**config.mk**
```make
export PLATFORM = sky130hd
export DESIGN_NAME = program_sequencer
export DESIGN_NICKNAME = d
export VERILOG_FILES = /design/src/rtl/program_sequencer.sv
export SDC_FILE = /design/constraint.sdc
export NUM_CORES = 1
export LEC_CHECK = 0
export CELL_PAD_IN_SITES_DETAIL_PLACEMENT = 1
export CELL_PAD_IN_SITES_GLOBAL_PLACEMENT = 2
export CORE_ASPECT_RATIO = 0.9
export CORE_MARGIN = 1
export CORE_UTILIZATION = 30
export DETAILED_ROUTE_END_ITERATION = 8
export DONT_BUFFER_PORTS = 1
export GPL_TIMING_DRIVEN = 0
export PLACE_DENSITY = 0.67
export REMOVE_ABC_BUFFERS = 1
export SYNTH_ARGS = -nofsm -noshare
export SYNTH_HDL_FRONTEND = slang
export SYNTH_SLANG_ARGS = --single-unit
```
**constraint.sdc**
```tcl
create_clock -name clk -period 3 [get_ports clk]
set_input_delay 0.9 -clock clk [delete_from_list [all_inputs] [get_ports clk]]
set_output_delay 0.9 -clock clk [all_outputs]
set_load 0.01 [all_outputs]
```
**src/rtl/program_sequencer.sv**
```systemverilog
// Program sequencer: fetch-address generation, jump selection and a
// run/halt/step/breakpoint debug controller for a simple in-order core.
module program_sequencer (
  input  logic        clk,
  input  logic        sync_reset,
  input  logic        jmp,
  input  logic        jmp_nz,
  input  logic        dont_jmp,
  input  logic [3:0]  jmp_addr,
  input  logic        boot_halt,
  input  logic        run,
  input  logic        halt,
  input  logic        step,
  input  logic        bp_en,
  input  logic [7:0]  bp_addr,
  output logic [7:0]  pm_addr,
  output logic [7:0]  pc,
  output logic        hold,
  output logic [1:0]  state,
  output logic [15:0] retired
);

  typedef enum logic [1:0] {
    RESET_S = 2'b00,
    RUN     = 2'b01,
    HALTED  = 2'b10,
    STEP    = 2'b11
  } state_t;

  state_t      state_q, state_d;
  logic [7:0]  pc_q;
  logic [15:0] retired_q;
  logic        first_run_q;
  logic        bp_hit;
  logic [7:0]  jump_target;

  assign jump_target = {jmp_addr, 4'h0};

  // Fetch address: re-fetch the current instruction while held so ir and pc stay paired.
  always_comb begin
    hold    = (state_q == RESET_S) || (state_q == HALTED);
    pm_addr = pc_q + 8'd1;
    if (state_q == RESET_S) begin
      pm_addr = 8'h00;
    end else if (hold) begin
      pm_addr = pc_q;
    end else if (jmp || (jmp_nz && !dont_jmp)) begin
      pm_addr = jump_target;
    end
  end

  // The first RUN cycle after a resume is masked so we can leave a breakpoint address.
  assign bp_hit = bp_en && !first_run_q && (pm_addr == bp_addr);

  always_comb begin
    state_d = state_q;
    case (state_q)
      RESET_S: state_d = boot_halt ? HALTED : RUN;
      RUN: begin
        if (halt || bp_hit) state_d = HALTED;
      end
      HALTED: begin
        if (halt)      state_d = HALTED;
        else if (step) state_d = STEP;
        else if (run)  state_d = RUN;
      end
      STEP:    state_d = HALTED;
      default: state_d = RESET_S;
    endcase
  end

  always_ff @(posedge clk or posedge sync_reset) begin
    if (sync_reset) begin
      state_q     <= RESET_S;
      pc_q        <= 8'h00;
      retired_q   <= 16'h0000;
      first_run_q <= 1'b0;
    end else begin
      state_q     <= state_d;
      pc_q        <= pm_addr;
      first_run_q <= (state_q == HALTED) && (state_d == RUN);
      if (!hold && (retired_q != 16'hFFFF)) begin
        retired_q <= retired_q + 16'd1;
      end
    end
  end

  assign pc      = pc_q;
  assign state   = state_q;
  assign retired = retired_q;

endmodule

```
## Word level (Yosys, flattened, before mapping)

Cells that the tools add are included.

| storage, ports and cells | value |
|---|---|
| output and inout port bits | 35 |
| bits in read-only memories | 0 |
| memories kept | 0 |
| bits in latches | 0 |
| word-level logic and storage cells | 33 |
| RAM bits | 0 |
| flip-flop bits (word level) | 27 |
| input bits | 22 |

| operators by class | value |
|---|---|
| divide/modulo/power cells | 0 |
| add/subtract/negate cells | 2 |
| multiply operators | 0 |
| shift-type cells | 0 |
| equal/unequal tests | 6 |
| reduce and logical (&&, ||, !) cells | 12 |
| bitwise gates (word level) | 0 |
| $lt $le $gt $ge | 0 |
| mux-type cells | 9 |

Operator list:

| kind | number |
|---|---|
| 8-bit two-way mux | 3 |
| 16-bit by 1-bit adder with 16-bit output (second input constant) | 1 |
| 16-bit != test (second input constant) | 1 |
| 2-bit two-way mux | 5 |
| 8-bit by 1-bit adder with 8-bit output (second input constant) | 1 |
| 8-bit equality test | 1 |
| 2-bit case mux with 4 select lines | 1 |
| 1-bit logical AND | 5 |
| 2-bit by 1-bit equality test with 1-bit output (second input constant) | 2 |
| 2-bit equality test (second input constant) | 2 |
| 1-bit logical NOT | 3 |
| 1-bit logical OR | 3 |
| 2-bit logical NOT | 1 |

## Depth between registers and ports, before layout

| logic depth | value |
|---|---|
| depth in word-level cells | 13 |
| gate-level depth with buffers | 8 |
| depth with buffers taken out | 8 |

## Worst setup path after synthesis

No wires, ideal clock.

| timing path | value |
|---|---|
| path kind | input -> output |
| from | input jmp |
| to | output pm_addr[5] |
| buffers on the path | 0 |
| path slack | 0.217 ns |
| arrival | 1.883 ns |
| data required time | 2.100 ns |
| stages on the path | 3 |
| cell sequence | nor2b_1 -> nand2_1 -> o311ai_0 |

| on the way | value |
|---|---|
| word-level cells in the longest chain between the ends | 4 |

RTL lines:

| element | line | text |
|---|---|---|
| start: declaration | 6 | `input logic jmp,` |
| 1-bit logical OR | 47 | `end else if (jmp \|\| (jmp_nz && !dont_jmp)) begin` |
| 8-bit two-way mux | 47 |  |
| 8-bit two-way mux | 45 | `end else if (hold) begin` |
| 8-bit two-way mux | 43 | `if (state_q == RESET_S) begin` |
| end: declaration | 16 | `output logic [7:0] pm_addr,` |

Every way passes these cells.

## Final worst setup path

| timing path | value |
|---|---|
| from | input jmp_nz |
| to | output pm_addr[7] |

| on the way | value |
|---|---|
| word-level cells in the longest chain between the ends | 5 |

RTL lines:

| element | line | text |
|---|---|---|
| start: declaration | 7 | `input logic jmp_nz,` |
| 1-bit logical AND | 47 |  |
| 1-bit logical OR | 47 |  |
| 8-bit two-way mux | 47 |  |
| 8-bit two-way mux | 45 |  |
| 8-bit two-way mux | 43 |  |

Every way passes these cells.

==> impl_results.md <==
- Status: finished clean
- Max_cap viols: 0
- DRC Markers: 0
- GP Congestion: 0.7659
- Clock transition at path regs: 0.09 ns
- Critical Path AT: 2.01 ns
- Peak Freq: 343.7 MHz
- Die H: 69.98 µm
- Post-Layout Cell Count: 223
- Fin crit share: 96.99%
- Total Nets Final: 183
- R2R Setup Slk: 0.36 ns
- Site Rows: 24
- Setup violations, final: 0
- Detailed placement HPWL: 3171 µm
- DP Cell Count: 219
- Minimum clock period: 2.910 ns
- Leakage power: 0.6854 nW
- Slew @ Worst Pin: 1.039 ns
- Final Skew: 0.004843 ns
- Main area contributors after synthesis: dfrtp_1 44%, xnor2_1 6.8%, xor2_1 5.7%, nand3_1 4.5%, nand2_1 3.2%
- Area Overhead vs Synth: 8.286%
- Post-CTS Setup Bufs: 0
- Hold Slack: 0.5843 ns
- Final hold viol count: 0
- Number of synthesized register bits: 27
- Ant. Diodes: 0
- Layout cells sized above 1: 10.13%
- Post-synth top cells: 27 x dfrtp_1, 14 x nand3_1, 13 x nand2_1, 12 x nor2_1, 12 x xnor2_1
- Critical path required time: 2.10 ns
- Syn_area_per_cell: 9.810 µm²
- Net switching power: 480.5 µW
- Max H-tree Level: 1
- Core ar.: 0.004895 mm²
- Reg2reg start: state[0]
- Post-DR vias/cell: 5.570
- CTS Buf Count: 3
- Grt total ovfl: 0
- Peak VDD IR: 0.2099 mV
- Setup crit end kind: output pin
- CTS max path bufs: 2
- Yosys top cell by area: dfrtp_1
- Synthesis warning total: 0
- Slew HR: 30.69%
- Reg2reg path depth: 7
- Setup crit end: pm_addr[7]
- Seq pwr share: 55.6%
- Antenna-violating nets left: 0
- Crit path from: jmp_nz
- Initial antenna violation count: 0
- Max-slew violation count: 0
- First-pass GRT wire length: 6548 µm
- Cell Pwr Density: 685.9 mW/mm²
- Comb power frac: 26.1%
- Root Driver: clkbuf_8
- Sequential share of the synthesized area: 43.87%
- Synth Cell Area: 0.001540 mm²
- Initial drt markers: 33
- WS Path Type: in -> out
- CTS tree: built
- Synth unique cells: 40
- Clock power frac: 18.3%
- Drt total wl: 4032 µm
- Hold Path Class: reg -> reg
- Die Footprint: 0.005425 mm²
- Internal power: 663.5 µW
- Post-synth EDFFs: 0
- Switch share: 42.00%
- Port Buffers: 0
- Die X: 77.53 µm
- DRT Pass-1 Iters: 4
- Starting Density: 31.47%
- Pin count of the biggest net entering global routing: 28
- Post-Syn Instances: 157
- Count leader, synth: dfrtp_1
- RSZ-0062 raised after global routing: false
- Worst-skew pair later-pin latency: 0.27 ns
- Setup crit start kind: input pin
- Async set-reset flop share out of synthesis: 100.0%
- Via count: 1242
- I/O Pins: 57
- Reg2reg end: state[0]
- TritonCTS Sinks: 27
- Synth Flop Type: dfrtp_1
- Vias in the first global route: 1275
- Drt wl/cell: 18.08 µm
- Overall Global Routing Usage: 15.53%
- Synth top area share: 43.87%
- Critical path fanouts, max: 8
## how the worst min path moves through the flow
stage	from	to	slack, ns	depth (start not counted)
6_report	retired[15]	retired[15]	0.58	1
5_1_grt	retired[8]	retired[8]	0.61	1
4_1_cts	retired[3]	retired[3]	0.60	1
3_5_place_dp	retired[7]	retired[7]	0.58	1
3_3_place_gp	retired[13]	retired[13]	0.55	1
2_1_floorplan	retired[8]	retired[8]	0.52	1
## repair_timing
action,CTS,global route
endpoints found under the setup margin,2,6
hold buffers,0,0
gates resized for setup,3,1
pin swaps,0,0
hold endpoints to repair,0,0
## critical path: stages
cell     delay, ns
nor2b_1       0.48
nor2_1        0.20
a31oi_1       0.25
nand3_1       0.18
## stage by stage
stage | util (%) | TNS [ns] | power (mW) | setup WS (ns) | area [µm²]
after floorplan | - | 0 | 0.8296 | 0.2174 | 1526
after global placement | 32.85 | -0.1053 | 0.9114 | -0.07657 | 1608
after detailed placement | 32.85 | -0.2959 | 0.9371 | -0.1503 | 1608
after CTS | 34.05 | 0 | 1.160 | 0.05020 | 1667
after global routing | 34.07 | 0 | 1.230 | 0.01185 | 1668
final | 34.07 | 0 | 1.144 | 0.09018 | 1668
## power by group through the flow
stage               sequential [mW]  combinational [mW]  clock, mW
floorplan                     0.592               0.238          0
global placement              0.630               0.281          0
detailed placement            0.642               0.295          0
CTS                           0.636               0.304      0.221
global route                  0.655               0.334      0.241
finish                        0.636               0.299      0.209
## kinds of logic (layout without fill, tap and decap cells)
logic type | Yosys count | in the layout | share of synthesized area [%]
buf+inv | 9 | 10 | 2.355
mux | 1 | 1 | 0.7311
fa+ha+maj | 2 | 2 | 1.624
simple gates | 72 | 72 | 27.21
compound gates | 24 | 24 | 11.70
flops | 27 | 27 | 43.87
xor+xnor | 22 | 22 | 12.51
## placed cells by master (no fill, tap or decap), types with 3 or more instances in the layout
cell / n
xor2_1: 10
a211oi_1: 4
xnor2_1: 12
clkbuf_8: 3
nand2b_1: 5
dfrtp_1: 26
nand2_1: 13
nor2_1: 12
nand4_1: 6
inv_1: 6
nor2b_1: 4
nand3_1: 14
o21ai_0: 4
## metal layers
layer	part of all wire, %	GRT usage [%]	wire length, µm
met1	46	21.33	1858
met2	45	23.30	1797
met3	8.3	5.621	335
met4	0.99	3.354	40
met5	0	0	0
## area by class of cell
| type | count | area (µm²) |
|---|---|---|
| Fill cell | 566 | 3227 |
| Multi-Input combinational cell | 121 | 840.8 |
| Sequential cell | 27 | 676.9 |
| Tap cell | 65 | 81.33 |
| Clock buffer | 3 | 41.29 |
| Inverter | 6 | 22.52 |
| Clock inverter | 1 | 5.005 |
## state kept, by name, indices dropped and copies added, names as in the netlist
| signal | cells |
|---|---|
| pc | 8 |
| first_run_q | 1 |
| state | 2 |
| retired | 16 |
(Power assumes the default switching activity.)
